File: src/rtl/riscv_dbg_pkg.sv
// Shared command encodings and controller state enumeration for the debug controller.
package riscv_dbg_pkg;

  typedef enum logic [2:0] {
    OP_LOAD_IMEM = 3'd0,
    OP_WRITE_REG = 3'd1,
    OP_SET_BP    = 3'd2,
    OP_RUN       = 3'd3,
    OP_DUMP      = 3'd4
  } dbg_op_e;

  typedef enum logic [1:0] {
    ST_IDLE,
    ST_WRITE,
    ST_RUN,
    ST_DUMP
  } dbg_state_e;

  localparam int unsigned OP_W = 3;

  // True for the five defined command opcodes.
  function automatic logic op_is_legal(input logic [OP_W-1:0] op);
    return op <= 3'd4;
  endfunction

endpackage

File: src/rtl/dbg_cycle_counter.sv
// Run-budget down-counter paired with an elapsed-cycle up-counter.
module dbg_cycle_counter #(
  parameter int unsigned CW = 16
) (
  input  logic          clk,
  input  logic          rst_n,
  input  logic          load,
  input  logic [CW-1:0] load_val,
  input  logic          en,
  output logic [CW-1:0] count,
  output logic          expire
);

  logic [CW-1:0] remaining;

  // Load restarts the budget and clears elapsed count; enable consumes one cycle.
  always_ff @(posedge clk or negedge rst_n) begin
    if (!rst_n) begin
      remaining <= '0;
      count     <= '0;
    end else if (load) begin
      remaining <= load_val;
      count     <= '0;
    end else if (en) begin
      remaining <= remaining - CW'(1);
      count     <= count + CW'(1);
    end
  end

  // Expiry flags the last enabled cycle of the budget.
  assign expire = en && (remaining == CW'(1));

endmodule

File: src/rtl/riscv_debug_ctrl.sv
// Debug controller: loads imem/regfile, runs the core for a budget or until a
// breakpoint, and streams the register file out.
module riscv_debug_ctrl
  import riscv_dbg_pkg::*;
#(
  parameter  int unsigned XLEN       = 32,
  parameter  int unsigned IMEM_DEPTH = 256,
  parameter  int unsigned NREG       = 32,
  parameter  int unsigned CW         = 16,
  localparam int unsigned IAW        = $clog2(IMEM_DEPTH),
  localparam int unsigned RAW        = $clog2(NREG)
) (
  input  logic            clk,
  input  logic            reset_n,
  input  logic            cmd_valid,
  output logic            cmd_ready,
  input  logic [2:0]      cmd_op,
  // One bit wider than the imem index so out-of-range addresses are representable.
  input  logic [IAW:0]    cmd_addr,
  input  logic [XLEN-1:0] cmd_data,
  output logic            core_reset,
  input  logic [XLEN-1:0] core_pc,
  output logic            imem_we,
  output logic [IAW-1:0]  imem_addr,
  output logic [XLEN-1:0] imem_wdata,
  output logic            rf_we,
  output logic [RAW-1:0]  rf_waddr,
  output logic [XLEN-1:0] rf_wdata,
  output logic [RAW-1:0]  rf_raddr,
  input  logic [XLEN-1:0] rf_rdata,
  output logic            dump_valid,
  input  logic            dump_ready,
  output logic [RAW-1:0]  dump_idx,
  output logic [XLEN-1:0] dump_data,
  output logic            busy,
  output logic            done,
  output logic            hit_bp,
  output logic            err,
  output logic [CW-1:0]   cycle_count
);

  localparam logic [IAW:0]   IMEM_LIMIT = (IAW+1)'(IMEM_DEPTH);
  localparam logic [RAW-1:0] LAST_IDX   = RAW'(NREG - 1);

  dbg_state_e      state;
  logic [XLEN-1:0] bp_addr;
  logic            bp_en;

  logic            accept;
  logic            run_load;
  logic            run_en;
  logic            expire;
  logic            bp_match;
  logic            imem_addr_ok;
  logic            dump_fire;
  logic [RAW-1:0]  rf_idx;
  logic [CW-1:0]   budget;

  assign accept       = cmd_valid && cmd_ready;
  assign run_load     = accept && (cmd_op == OP_RUN);
  assign run_en       = (state == ST_RUN);
  assign bp_match     = bp_en && (core_pc == bp_addr);
  assign imem_addr_ok = (cmd_addr < IMEM_LIMIT);
  assign dump_fire    = dump_valid && dump_ready;
  assign rf_idx       = cmd_addr[RAW-1:0];
  assign budget       = cmd_data[CW-1:0];

  assign rf_raddr  = dump_idx;
  assign dump_data = rf_rdata;

  dbg_cycle_counter #(.CW(CW)) u_cycle_counter (
    .clk      (clk),
    .rst_n    (reset_n),
    .load     (run_load),
    .load_val (budget),
    .en       (run_en),
    .count    (cycle_count),
    .expire   (expire)
  );

  // Command FSM with registered handshake, write-port, core-reset and status outputs.
  always_ff @(posedge clk or negedge reset_n) begin
    if (!reset_n) begin
      state      <= ST_IDLE;
      core_reset <= 1'b1;
      cmd_ready  <= 1'b0;
      busy       <= 1'b0;
      done       <= 1'b0;
      hit_bp     <= 1'b0;
      err        <= 1'b0;
      bp_en      <= 1'b0;
      bp_addr    <= '0;
      imem_we    <= 1'b0;
      imem_addr  <= '0;
      imem_wdata <= '0;
      rf_we      <= 1'b0;
      rf_waddr   <= '0;
      rf_wdata   <= '0;
      dump_valid <= 1'b0;
      dump_idx   <= '0;
    end else begin
      done <= 1'b0;
      case (state)
        ST_IDLE: begin
          cmd_ready <= 1'b1;
          if (accept) begin
            case (cmd_op)
              OP_LOAD_IMEM: begin
                if (imem_addr_ok) begin
                  imem_we    <= 1'b1;
                  imem_addr  <= cmd_addr[IAW-1:0];
                  imem_wdata <= cmd_data;
                  state      <= ST_WRITE;
                  cmd_ready  <= 1'b0;
                  busy       <= 1'b1;
                end else begin
                  err <= 1'b1;
                end
              end
              OP_WRITE_REG: begin
                rf_we     <= (rf_idx != '0);
                rf_waddr  <= rf_idx;
                rf_wdata  <= cmd_data;
                state     <= ST_WRITE;
                cmd_ready <= 1'b0;
                busy      <= 1'b1;
              end
              OP_SET_BP: begin
                bp_addr <= cmd_data;
                bp_en   <= 1'b1;
              end
              OP_RUN: begin
                hit_bp <= 1'b0;
                if (budget != '0) begin
                  state      <= ST_RUN;
                  core_reset <= 1'b0;
                  cmd_ready  <= 1'b0;
                  busy       <= 1'b1;
                end else begin
                  done <= 1'b1;
                end
              end
              OP_DUMP: begin
                dump_valid <= 1'b1;
                dump_idx   <= RAW'(1);
                state      <= ST_DUMP;
                cmd_ready  <= 1'b0;
                busy       <= 1'b1;
              end
              default: begin
                if (!op_is_legal(cmd_op)) err <= 1'b1;
              end
            endcase
          end
        end
        ST_WRITE: begin
          imem_we   <= 1'b0;
          rf_we     <= 1'b0;
          state     <= ST_IDLE;
          cmd_ready <= 1'b1;
          busy      <= 1'b0;
        end
        ST_RUN: begin
          if (bp_match || expire) begin
            core_reset <= 1'b1;
            hit_bp     <= bp_match;
            done       <= 1'b1;
            state      <= ST_IDLE;
            cmd_ready  <= 1'b1;
            busy       <= 1'b0;
          end
        end
        ST_DUMP: begin
          if (dump_fire) begin
            if (dump_idx == LAST_IDX) begin
              dump_valid <= 1'b0;
              done       <= 1'b1;
              state      <= ST_IDLE;
              cmd_ready  <= 1'b1;
              busy       <= 1'b0;
            end else begin
              dump_idx <= dump_idx + RAW'(1);
            end
          end
        end
        default: state <= ST_IDLE;
      endcase
    end
  end

endmodule

File: config.mk
export PLATFORM = sky130hd
export DESIGN_NAME = riscv_debug_ctrl
export DESIGN_NICKNAME = d
export VERILOG_FILES = /design/src/rtl/riscv_dbg_pkg.sv /design/src/rtl/dbg_cycle_counter.sv /design/src/rtl/riscv_debug_ctrl.sv
export SDC_FILE = /design/constraint.sdc
export NUM_CORES = 1
export LEC_CHECK = 0
export CAP_MARGIN = 10
export CORE_MARGIN = 10
export CORE_UTILIZATION = 40
export CTS_BUF_LIST = sky130_fd_sc_hd__clkbuf_16
export DETAILED_ROUTE_END_ITERATION = 12
export PLACE_DENSITY = 0.72
export SLEW_MARGIN = 20
export SYNTH_ARGS = -nofsm -noshare
export SYNTH_HDL_FRONTEND = slang
export SYNTH_SLANG_ARGS = --single-unit
export TNS_END_PERCENT = 30
File: constraint.sdc
create_clock -name clk -period 2.6 [get_ports clk]
set_input_delay 0.26 -clock clk [delete_from_list [all_inputs] [get_ports clk]]
set_output_delay 0.26 -clock clk [all_outputs]
set_load 0.02 [all_outputs]
After elaboration in Yosys (flattened, before gate mapping)
Cells that the tools add are included.
- bits of input ports: 112
- output and inout bits: 144
- bits in registers: 158
- order comparisons: 2
- bitwise gates (word level): 1
- equal/unequal tests: 27
- add/sub/neg operators: 3
- reductions and logical operators: 29
- mux-type cells: 59
- operators with widths (operator ; number):
    $mux 16 ; 4
    $eq 32x32->1 ; 1
    $mux 1 ; 31
    $mux 5 ; 4
    $reduce_and 5->1 ; 4
    $ne 2x2->1 const B ; 9
    $add 16x1->16 const B ; 1
    $eq 16x1->1 const B ; 1
    $pmux 2 s4 ; 2
    $reduce_bool 16->1 ; 1
    $sub 16x1->16 const B ; 1
    $reduce_and 7->1 ; 2
    $mux 2 ; 6
    $pmux 1 s2 ; 6
    $reduce_and 3->1 ; 4
    $reduce_and 4->1 ; 3
    $pmux 5 s2 ; 1
    $lt 9x9->1 const B ; 1
    $pmux 1 s3 ; 3
    $ne 2x1->1 const B ; 4
    $pmux 1 s4 ; 2
    $reduce_bool 2->1 ; 4
    $eq 3x2->1 const B ; 2
    $ne 3x3->1 const B ; 2
    17 further kinds ; 22

Longest topological paths before layout
Gate-level depths: netlist of the first run.
- depth after elaboration: 5
- mapped depth: 8

By module
A second synthesis of the first run with hierarchy kept.
- cell total of the unflattened synthesis: 605
- area, all modules: 7462.2 sq um
- modules (own cells, without submodules) (module ; cells each ; seq. area each (sq um) ; area each (sq um) ; times used):
    riscv_debug_ctrl ; 424 ; 3154.3 ; 5698.0 ; 1
    dbg_cycle_counter ; 181 ; 800.8 ; 1764.2 ; 1

Worst setup path after synthesis of the first run
OpenSTA, ideal clock, no wires.
- path kind: flip-flop to flip-flop
- from: register cmd_ready
- to: register bp_addr[10]
- path buffers: 3
- clock period less this slack: 2089 ps
- library setup time: 125 ps
- cell stages (with the launch flop): 8
- data arrival time: 1964 ps
- setup slack: 511 ps
- cell sequence: dfrtp_1 -> nor4bb_1 -> buf_4 -> inv_2 -> or4_1 -> buf_2 -> buf_6 -> mux2_4
- word-level cells in the longest chain between the ends: 2
- RTL lines (element ; RTL line ; RTL):
    start, declared ; riscv_debug_ctrl.sv:16 ; output logic cmd_ready,
    start signal, assigned ; riscv_debug_ctrl.sv:86 ; cmd_ready <= 1'b0;
    start signal, assigned ; riscv_debug_ctrl.sv:105 ; cmd_ready <= 1'b1;
    start signal, assigned ; riscv_debug_ctrl.sv:114 ; cmd_ready <= 1'b0;
    $logic_and 1x1->1 ; riscv_debug_ctrl.sv:59 ; assign accept = cmd_valid && cmd_ready;
    $reduce_and 3->1 (no line) ; - ;
    end signal, assigned ; riscv_debug_ctrl.sv:129 ; bp_addr <= cmd_data;
    end, declared ; riscv_debug_ctrl.sv:46 ; logic [XLEN-1:0] bp_addr;
Every way passes these cells.
A chain may end at the register's enable or synchronous reset.

Worst setup path after layout of the first run
- from: register cmd_ready
- to: register bp_addr[18]
The elaborated chain is that of the path after synthesis.

==> results of run 1 <==
==> through the flow <==
step	setup slack (ns)	std cells	hold slack, ns
2_1_floorplan	0.511	603	-0.0356
3_3_place_gp	0.0978	981	0.290
3_5_place_dp	0.0886	981	0.297
4_1_cts	0.365	1014	0.418
5_1_grt	0.244	1015	0.437
6_report	0.369	1015	0.391
==> report_power, final <==
group	internal [mW]	leakage [nW]	switching, mW	total, mW
registers	3.53	1.98	0.770	4.30
clock network	1.25	0.263	1.08	2.33
logic	2.47	2.05	2.17	4.64
total	7.26	4.29	4.01	11.3
==> state kept, by name, indices dropped and copies added (netlist names) <==
name and flops:
rf_we 1, cmd_ready 1, err 1, u_cycle_counter.remaining 16, rf_wdata 32, state 2, rf_waddr 5, bp_addr 32
busy 1, dump_valid 1, imem_we 1, imem_wdata 32, hit_bp 1, done 1, dump_idx 5, bp_en 1
u_cycle_counter.count 16, imem_addr 8, core_reset 1
==> layout by cell type, fill, tap and decap left out, types with 2 or more instances in the layout <==
| cell type | count |
|---|---|
| inv_1 | 6 |
| clkbuf_16 | 17 |
| or3_1 | 6 |
| nor2_1 | 30 |
| nor4_1 | 11 |
| o211ai_1 | 3 |
| nand2_1 | 37 |
| inv_8 | 2 |
| clkinvlp_4 | 3 |
| o21ai_0 | 32 |
| and3_1 | 3 |
| mux2_2 | 80 |
| inv_6 | 7 |
| dfrtp_1 | 157 |
| nand3_1 | 15 |
| ha_1 | 5 |
| or4_1 | 3 |
| nor3b_1 | 3 |
| nand3b_1 | 3 |
| clkdlybuf4s50_1 | 190 |
| nand4_1 | 8 |
| xnor2_1 | 23 |
| mux2_4 | 29 |
| buf_4 | 17 |
| nand2b_1 | 3 |
| buf_12 | 3 |
| nor2b_1 | 4 |
| a21oi_1 | 16 |
| xor2_1 | 34 |
| nor4b_1 | 2 |
| nor3_1 | 8 |
==> critical path, stage by stage (launching register included) <==
cell,delay (ns)
dfrtp_1,0.41
nor4bb_1,0.47
inv_2,0.06
or4_2,0.59
buf_12,0.22
mux2_4,0.33
==> synth_stat cells (all sizes together) (2+ instances only) <==
library cell / count / area (sq um)
nand3: 16 / 80.1
nor3: 8 / 40.0
nor3b: 3 / 22.5
ha: 5 / 62.6
xor2: 34 / 298
nor2: 30 / 113
clkbuf: 19 / 71.3
or3: 6 / 37.5
o21ai: 32 / 160
xnor2: 23 / 201
mux2: 109 / 1340
nor4: 12 / 81.3
buf: 43 / 329
or4: 4 / 30.0
nand3b: 3 / 22.5
nand2b: 3 / 18.8
dfrtp: 157 / 3930
inv: 7 / 26.3
and3: 3 / 18.8
a21oi: 16 / 80.1
o211ai: 3 / 22.5
nand2: 38 / 143
nand4: 8 / 50.1
nor2b: 5 / 31.3
nor4b: 2 / 17.5
==> timing repair <==
action                                 4_1_cts  5_1_grt
hold buffers                                 1        0
setup buffers                                0        0
endpoints found under the hold margin       63        0
==> per-layer routing <==
metal | vias up | global-route usage, %
li1 | 2400 | -
met4 | 0 | 7.04
met1 | 2644 | 19.0
met3 | 36 | 7.75
met5 | - | 0
met2 | 170 | 27.9
==> kinds of logic (layout without fill, tap and decap cells) <==
group / Yosys count / after routing / share of synthesized area, %
flops: 158 / 158 / 53.8
other cells: 0 / 1 / 0
mux: 110 / 110 / 18.3
buf+inv: 69 / 251 / 5.80
simple gates: 146 / 146 / 10.2
fa+ha+maj: 5 / 5 / 0.850
compound gates: 58 / 58 / 4.32
xor+xnor: 57 / 57 / 6.79
==> cell type report <==
cell class                      count  area [sq um]
Fill cell                        1519          8110
Inverter                            7          26.3
Tap cell                          229           287
Timing Repair Buffer              212          2110
Clock buffer                       17           425
Multi-Input combinational cell    376          2990
Sequential cell                   158          3960
Antenna cell                        1          2.50
Clock inverter                     15           124
==> how the worst max path moves through the flow <==
stage | endpoint | slack [ns] | cells past startpoint
after floorplan | bp_addr[10]$_DFFE_PN0P_ | 0.51 | 7
after global placement | state[1]$_DFFE_PN0P_ | 0.1 | 6
after detailed placement | state[1]$_DFFE_PN0P_ | 0.09 | 6
after CTS | state[1]$_DFFE_PN0P_ | 0.37 | 5
after global routing | state[1]$_DFFE_PN0P_ | 0.24 | 5
final | bp_addr[18]$_DFFE_PN0P_ | 0.37 | 5
==> impl_metrics.env, run 1 <==
export IMPL_synth_cell_types=44
export IMPL_worst_setup_path_start_kind="flip-flop"
export IMPL_regToRegStartpoint="cmd_ready$_DFFE_PN0P_"
export IMPL_postRouteAntennaNets=0
export IMPL_ys_warn_count=0
export IMPL_wl_met1_mm=8.14
export IMPL_dr_pass1_iters=4
export IMPL_grt_usage_pct=17.1
export IMPL_io_buffers=191
export IMPL_reg2reg_to="bp_addr[18]$_DFFE_PN0P_"
export IMPL_fin_util_pct=55.0
export IMPL_drt_wl_total_mm=20.7
export IMPL_dr_wl_met3_mm=1.99
export IMPL_drtIter0Drc=220
export IMPL_cts_num_sinks=158
export IMPL_grt_pass1_vias=5832
export IMPL_crit_required_ns=2.90
export IMPL_hold_violations=0
export IMPL_crit_arrival_ns=2.53
export IMPL_coreArea_sq_mm=0.0180
export IMPL_cts_max_level=4
export IMPL_die_area_sq_mm=0.0242
export IMPL_drc=0
export IMPL_cp_end_kind="flip-flop"
export IMPL_hold_path_class="input port to async pin"
export IMPL_tritoncts="built"
export IMPL_status="finished, final reports clean"
export IMPL_cts_buffers=17
export IMPL_ctsLongestPathBuffers=2
export IMPL_ys_ff_latch=158
export IMPL_postLayoutCellArea_sq_mm=0.00992
export IMPL_die_w_um=156
export IMPL_synth_cells=603
export IMPL_worstSetupPathType="flip-flop to flip-flop"
export IMPL_slew_limit_headroom_pct=55.7
export IMPL_final_setup_tns_ns=0
export IMPL_io_pins=256
export IMPL_clk_pin_slew_ns=0.07
export IMPL_max_freq_mhz=448
export IMPL_antenna_found_initial=1
export IMPL_die_y_um=156
export IMPL_grt_overflow=0
export IMPL_final_max_slew_viol_count=0
export IMPL_syn_area_per_cell_sq_um=12.2
export IMPL_cts_resized=0
export IMPL_power_density_mw_per_mm2=1140
export IMPL_wl_per_cell_um=20.4
export IMPL_syn_nets=720
export IMPL_critical_path_max_fanout=33
export IMPL_setup_viol=0
export IMPL_placed_area_sq_mm=0.00935
export IMPL_layout_min_cycle_time_ns=2.23
export IMPL_clock_skew_final_ns=0.0121
export IMPL_synth_area_sq_mm=0.00736
export IMPL_ys_seq_area_share_pct=53.8
export IMPL_critPathLaunch="cmd_ready$_DFFE_PN0P_"
export IMPL_syn_to_final_growth_pct=34.8
export IMPL_fin_nets=889
export IMPL_p_total_mw=11.3
export IMPL_insertion_delay_ns=0.43
export IMPL_grt_pass1_wl_mm=32.7
export IMPL_gp_congestion=0.877
export IMPL_via_count=5250
export IMPL_hpwl_mm=15.6
export IMPL_static_leakage_power_nw=4.29
export IMPL_rows=49
export IMPL_vdd_drop_max_mv=0.586
export IMPL_synth_edf_count=0
export IMPL_cap_violations=0
export IMPL_reg2reg_slack_ns=0.37
export IMPL_initial_core_util_pct=40.8
export IMPL_synth_main_ff_cell="dfrtp_1"
export IMPL_worst_slew_pin_slew_ns=0.658
export IMPL_ys_async_sr_fraction_pct=100
export IMPL_wl_met2_mm=10.1
export IMPL_drive_gt1_share_pct=21.5
export IMPL_rsz0062_at_grt="no"
export IMPL_cts_root_buffer_cell="clkbuf_16"
export IMPL_top_layer="met4"
export IMPL_finalCritPeriodShare_pct=85.8
export IMPL_worstRegToRegCells=5
export IMPL_viasPerCell=5.17
export IMPL_grt_max_degree=68
(Power assumes the default switching activity.)
==> run 2: changes to the inputs <==
--- a/config.mk
+++ b/config.mk
@@ -6,11 +6,13 @@
 export NUM_CORES = 1
 export LEC_CHECK = 0
 export CAP_MARGIN = 10
+export CELL_PAD_IN_SITES_DETAIL_PLACEMENT = 0
+export CELL_PAD_IN_SITES_GLOBAL_PLACEMENT = 1
 export CORE_MARGIN = 10
-export CORE_UTILIZATION = 40
+export CORE_UTILIZATION = 35
 export CTS_BUF_LIST = sky130_fd_sc_hd__clkbuf_16
 export DETAILED_ROUTE_END_ITERATION = 12
-export PLACE_DENSITY = 0.72
+export PLACE_DENSITY = 0.8
 export SLEW_MARGIN = 20
 export SYNTH_ARGS = -nofsm -noshare
 export SYNTH_HDL_FRONTEND = slang
==> run 2 against run 1 <==
Against the previous run: sequential share of layout area shrank 0.59 points; maximum frequency decreased by 0.84%; via count shrank 2.6%; routed wire length is 1.9% lower; clock power rose by 9.4%; critical path type unchanged; highest routed layer unchanged.
==> impl_metrics.env, run 2 (same netlist as run 1, synthesis figures left out) <==
export IMPL_syn_to_final_growth_pct=36.8
export IMPL_nFillCells=1845
export IMPL_finalCritPeriodShare_pct=86.5
export IMPL_grt_usage_pct=15.2
export IMPL_crit_required_ns=2.91
export IMPL_status="finished, final reports clean"
export IMPL_hold_violations=0
export IMPL_tritoncts="built"
export IMPL_cts_root_buffer_cell="clkbuf_16"
export IMPL_io_pins=256
export IMPL_via_count=5111
export IMPL_hpwl_mm=15.2
export IMPL_mostFrequentLayoutCell="clkdlybuf4s50_1"
export IMPL_cp_end_kind="flip-flop"
export IMPL_wl_per_cell_um=19.1
export IMPL_cts_num_sinks=158
export IMPL_ctsLongestPathBuffers=2
export IMPL_grt_pass1_vias=5387
export IMPL_die_area_sq_mm=0.0272
export IMPL_worst_slew_pin_slew_ns=0.622
export IMPL_pre_cts_ws_ns=0.0986
export IMPL_die_w_um=165
export IMPL_grt_overflow=0
export IMPL_layout_min_cycle_time_ns=2.25
export IMPL_rows=52
export IMPL_initial_core_util_pct=36.0
export IMPL_critical_path_max_fanout=33
export IMPL_dr_pass1_iters=6
export IMPL_grt_max_degree=49
export IMPL_cts_max_level=4
export IMPL_drc=0
export IMPL_setup_viol=0
export IMPL_insertion_delay_ns=0.42
export IMPL_hold_path_class="input port to async pin"
export IMPL_max_freq_mhz=445
export IMPL_die_y_um=165
export IMPL_grt_pass1_wl_mm=31.8
export IMPL_final_setup_tns_ns=0
export IMPL_gp_congestion=0.816
export IMPL_power_density_mw_per_mm2=1140
export IMPL_clock_skew_final_ns=0.00641
export IMPL_cts_resized=0
export IMPL_worstSetupPathType="flip-flop to flip-flop"
export IMPL_io_buffers=191
export IMPL_slew_limit_headroom_pct=58.2
export IMPL_clk_pin_slew_ns=0.07
export IMPL_rsz0062_at_grt="no"
export IMPL_cts_buffers=17
export IMPL_static_leakage_power_nw=4.36
export IMPL_viasPerCell=4.82
export IMPL_drtIter0Drc=258
export IMPL_ctsHoldBuffers=1
export IMPL_postRouteAntennaNets=0
export IMPL_drt_wl_total_mm=20.3
export IMPL_p_total_mw=11.5
export IMPL_vdd_drop_max_mv=0.675
export IMPL_crit_arrival_ns=2.56
export IMPL_layout_common_cells="clkdlybuf4s50_1 (190), dfrtp_1 (157), mux2_2 (80), nand2_1 (37), xor2_1 (34)"
export IMPL_cap_violations=0
export IMPL_worst_slack_ns=0.350
export IMPL_drive_gt1_share_pct=22.2
export IMPL_coreArea_sq_mm=0.0204
export IMPL_worst_setup_path_start_kind="flip-flop"
export IMPL_reg_largest_list="bp_addr (32), imem_wdata (32), rf_wdata (32)"
export IMPL_fin_nets=894
export IMPL_antenna_found_initial=1
export IMPL_final_max_slew_viol_count=0
export IMPL_cts_setup_buffers=0
-- run 2: cell count changes in the layout (fill, tap and decap cells not counted) --
cell        before  now
buf_4           17   21
bufinv_16        0    2
clkinvlp_4       3    1
buf_12           3    4
clkinv_1         1    0
clkinv_2         1    2
clkinv_4         1    0
inv_8            2    3
-- run 2: layout make-up --
type,count,area (sq um),area share (%)
antenna,1,2.50,0.0249
tap,270,338,3.36
multi-input combinational,376,2990,29.7
sequential,158,3960,39.3
timing repair buffer,217,2160,21.5
clock buffer,17,425,4.23
clock inverter,15,173,1.72
inverter,7,26.3,0.261
-- run 2: power by group --
| group | internal (mW) | switching (mW) | leakage, nW |
|---|---|---|---|
| logic | 2.49 | 2.12 | 2.08 |
| registers | 3.53 | 0.764 | 1.98 |
| clock network | 1.45 | 1.10 | 0.296 |
-- run 2: final timing paths --
path	from	to	slack, ns	cells past startpoint
worst max-delay path	cmd_ready$_DFFE_PN0P_	bp_addr[5]$_DFFE_PN0P_	0.35	5
worst min-delay path	reset_n	dump_idx[3]$_DFFE_PN0P_	0.30	2
worst max register to register	cmd_ready$_DFFE_PN0P_	bp_addr[5]$_DFFE_PN0P_	0.35	5
worst min register to register	err$_DFFE_PN0P_	err$_DFFE_PN0P_	0.47	1
max in group asynchronous	reset_n	imem_wdata[18]$_DFFE_PN0P_	1.56	3
min in group clk	cmd_addr[7]	imem_addr[7]$_DFFE_PN0P_	0.44	2
-- run 2: worst max-delay path, stage by stage (launching register included) --
cell and delay [ns]:
dfrtp_1 0.45, nor4bb_1 0.47, inv_2 0.06, or4_2 0.58
buf_12 0.22, mux2_4 0.32
-- run 2: layer usage --
layer	part of all wire (%)	global-route usage, %	vias to the layer above	wire length, um
met5	0	0	-	0
met2	45	23.1	163	9170
met4	1.3	4.51	0	266
li1	-	-	2423	-
met1	43	18.8	2506	8780
met3	10	7.17	19	2100
-- run 2: metrics by stage --
step                      cell area (sq um)  std cells  util [%]  hold slack, ns
after floorplan                        7360        603         -         -0.0356
after global placement                 9460       1027      46.3           0.182
after detailed placement               9460       1027      46.3           0.183
after CTS                             10100       1060      49.3           0.304
after global routing                  10100       1061      49.3           0.322
final                                 10100       1061      49.3           0.301
==> run 3: changes to the inputs <==
--- a/config.mk
+++ b/config.mk
@@ -8,13 +8,14 @@
 export CAP_MARGIN = 10
 export CELL_PAD_IN_SITES_DETAIL_PLACEMENT = 0
 export CELL_PAD_IN_SITES_GLOBAL_PLACEMENT = 1
+export CORE_ASPECT_RATIO = 1.2
 export CORE_MARGIN = 10
-export CORE_UTILIZATION = 35
+export CORE_UTILIZATION = 36
 export CTS_BUF_LIST = sky130_fd_sc_hd__clkbuf_16
 export DETAILED_ROUTE_END_ITERATION = 12
-export PLACE_DENSITY = 0.8
-export SLEW_MARGIN = 20
+export PLACE_DENSITY = 0.82
 export SYNTH_ARGS = -nofsm -noshare
 export SYNTH_HDL_FRONTEND = slang
+export SYNTH_HIERARCHICAL = 1
 export SYNTH_SLANG_ARGS = --single-unit
 export TNS_END_PERCENT = 30
==> run 3 against run 2 <==
Against the previous run: clock power is 5% lower; maximum frequency is 3.3% higher; area after synthesis is 1.4% higher; largest power group is now sequential cells; first-iteration DRC count is 13% lower; global-route usage hardly changed.
==> impl_metrics.env, run 3 <==
export IMPL_ctsLongestPathBuffers=2
export IMPL_yosysMostFrequentCell="dfrtp_1"
export IMPL_critical_path_max_fanout=5
export IMPL_crit_arrival_ns=2.47
export IMPL_nFillCells=1837
export IMPL_drive_gt1_share_pct=23.3
export IMPL_synth_top_cell_by_area="dfrtp_1"
export IMPL_regArea_sq_mm=0.00396
export IMPL_syn_to_final_growth_pct=35.4
export IMPL_cts_resized=0
export IMPL_placed_area_sq_mm=0.00953
export IMPL_grt_usage_pct=15.2
export IMPL_grt_pass1_vias=5628
export IMPL_drtIter0Drc=224
export IMPL_ys_ff_latch=158
export IMPL_finalCritPeriodShare_pct=83.7
export IMPL_ys_async_sr_fraction_pct=100
export IMPL_insertion_delay_ns=0.42
export IMPL_worstRegToRegCells=8
export IMPL_synth_top_area_share_pct=52.6
export IMPL_ys_seq_area_share_pct=53.0
export IMPL_cts_num_sinks=158
export IMPL_setup_viol=0
export IMPL_diodes=0
export IMPL_synth_commonest_cells="dfrtp_1 (157), mux2_2 (109), buf_4 (41)"
export IMPL_wl_per_cell_um=19.2
export IMPL_antenna_found_initial=1
export IMPL_postLayoutCellArea_sq_mm=0.0101
export IMPL_cap_violations=0
export IMPL_status="finished, final reports clean"
export IMPL_gp_congestion=0.766
export IMPL_synth_main_ff_cell="dfrtp_1"
export IMPL_hpwl_mm=15.1
export IMPL_via_count=5195
export IMPL_p_total_mw=5.14
export IMPL_clk_pin_slew_ns=0.06
export IMPL_reg2reg_slack_ns=0.42
export IMPL_static_leakage_power_nw=4.53
export IMPL_clock_skew_final_ns=0.00750
export IMPL_regToRegStartpoint="state[0]$_DFFE_PN0P_"
export IMPL_rsz0062_at_grt="no"
export IMPL_reg2reg_to="state[1]$_DFFE_PN0P_"
export IMPL_synth_edf_count=0
export IMPL_hold_path_class="input port to async pin"
export IMPL_cts_buffers=17
export IMPL_drt_wl_total_mm=20.2
export IMPL_synth_area_sq_mm=0.00746
export IMPL_max_freq_mhz=459
export IMPL_synth_area_leaders="dfrtp_1 (53%), mux2_2 (16%), xor2_1 (4.2%)"
export IMPL_layout_min_cycle_time_ns=2.18
export IMPL_syn_area_per_cell_sq_um=12.3
export IMPL_ctsHoldBuffers=1
export IMPL_ys_warn_count=6
export IMPL_dr_pass1_iters=4
export IMPL_slew_limit_headroom_pct=58.9
export IMPL_die_w_um=151
export IMPL_vdd_drop_max_mv=0.379
export IMPL_initial_core_util_pct=36.7
export IMPL_cts_setup_buffers=0
export IMPL_multiInputGateArea_sq_mm=0.00304
export IMPL_reg_largest_list="bp_addr (32), imem_wdata (32), rf_wdata (32)"
export IMPL_drc=0
export IMPL_power_density_mw_per_mm2=509
export IMPL_crit_required_ns=2.90
export IMPL_viasPerCell=4.93
export IMPL_grt_overflow=0
export IMPL_final_setup_tns_ns=0
export IMPL_io_buffers=191
export IMPL_layout_common_cells="clkdlybuf4s50_1 (190), dfrtp_1 (157), mux2_2 (109), xor2_1 (36), nor2_1 (28)"
export IMPL_syn_nets=722
export IMPL_cp_end_kind="flip-flop"
export IMPL_mostFrequentLayoutCell="clkdlybuf4s50_1"
export IMPL_worstSetupPathType="flip-flop to flip-flop"
export IMPL_die_area_sq_mm=0.0269
export IMPL_grt_max_degree=53
export IMPL_cts_root_buffer_cell="clkbuf_16"
export IMPL_hold_violations=0
export IMPL_grt_pass1_wl_mm=31.8
export IMPL_postRouteAntennaNets=0
export IMPL_worst_slew_pin_slew_ns=0.617
export IMPL_cts_max_level=4
export IMPL_final_max_slew_viol_count=0
export IMPL_die_y_um=178
export IMPL_tritoncts="built"
export IMPL_synth_cell_types=60
export IMPL_synth_cells=605
export IMPL_rows=57
export IMPL_io_pins=256
export IMPL_fin_nets=894
export IMPL_worst_setup_path_start_kind="flip-flop"
export IMPL_coreArea_sq_mm=0.0203
run 3: cell types whose count changed in the layout (fill, tap and decap cells not counted), sizes merged, moves of 3 or more:
cell | before | now
o21ai | 32 | 26
xnor2 | 23 | 17
nand3 | 16 | 10
clkinv | 2 | 5
nand2 | 38 | 28
a21oi | 16 | 10
a221o | 0 | 3
a21o | 1 | 4
nand4 | 8 | 5
or4 | 4 | 1
nor4 | 12 | 25
run 3: power breakdown:
part | total, mW | internal (mW) | switching [mW]
combinational | 0.268 | 0.140 | 0.128
sequential | 2.46 | 2.46 | 0
clock | 2.41 | 1.33 | 1.08
total | 5.14 | 3.93 | 1.21
run 3: how the worst max path moves through the flow:
stage	cells after the start	start	end	slack (ns)
6_report	8	state[0]$_DFFE_PN0P_	state[1]$_DFFE_PN0P_	0.42
2_1_floorplan	9	state[0]$_DFFE_PN0P_	state[1]$_DFFE_PN0P_	0.45
3_5_place_dp	7	cmd_op[2]	u_cycle_counter/count[15]$_DFFE_PN0P_	0.17
4_1_cts	8	state[0]$_DFFE_PN0P_	state[1]$_DFFE_PN0P_	0.39
3_3_place_gp	7	cmd_op[2]	u_cycle_counter/count[15]$_DFFE_PN0P_	0.18
5_1_grt	8	state[0]$_DFFE_PN0P_	state[1]$_DFFE_PN0P_	0.21
run 3: through the flow:
stage          util [%]  setup WS, ns  hold slack [ns]  cells
3_3_place_gp       46.9         0.183            0.262   1022
6_report           49.7         0.423            0.363   1054
4_1_cts            49.7         0.395            0.386   1054
2_1_floorplan         -         0.451          -0.0356    605
5_1_grt            49.7         0.205            0.403   1054
3_5_place_dp       46.9         0.165            0.260   1022
run 3: metal layers:
metal	track usage (%)	routed length [um]	vias to the layer above	share of wire (%)
met3	7.80	2120	15	11
met2	24.6	9720	158	48
met5	0	12	-	0.059
met1	17.3	8180	2583	40
met4	3.94	174	2	0.86
li1	-	-	2437	-
run 3: cell type report:
class	instances	area share [%]
inverters	11	0.409
clock buffers	17	4.21
multi-input cells	372	30.1
clock inverters	14	1.35
well taps	265	3.28
flip-flops and latches	158	39.2
repair buffers	217	21.5
run 3: worst max-delay path, stage by stage (launching register included):
cell,delay (ns)
dfrtp_1,0.38
nand2b_1,0.16
inv_1,0.09
or4b_4,0.52
nor4_4,0.27
and3_2,0.29
nor2_1,0.08
a21boi_0,0.17
nand3_1,0.09
run 3: logic make-up (layout without fill, tap and decap cells):
family | after synthesis | in the layout | share of synthesized area (%)
AOI/OAI and AO/OA | 59 | 59 | 4.95
adders and majority gates | 5 | 5 | 0.838
and+or+nand+nor | 143 | 143 | 11.7
DFF | 158 | 158 | 53.0
muxes | 112 | 112 | 16.9
xor gates and xnor gates | 53 | 53 | 6.22
buffers and inverters | 75 | 259 | 6.41
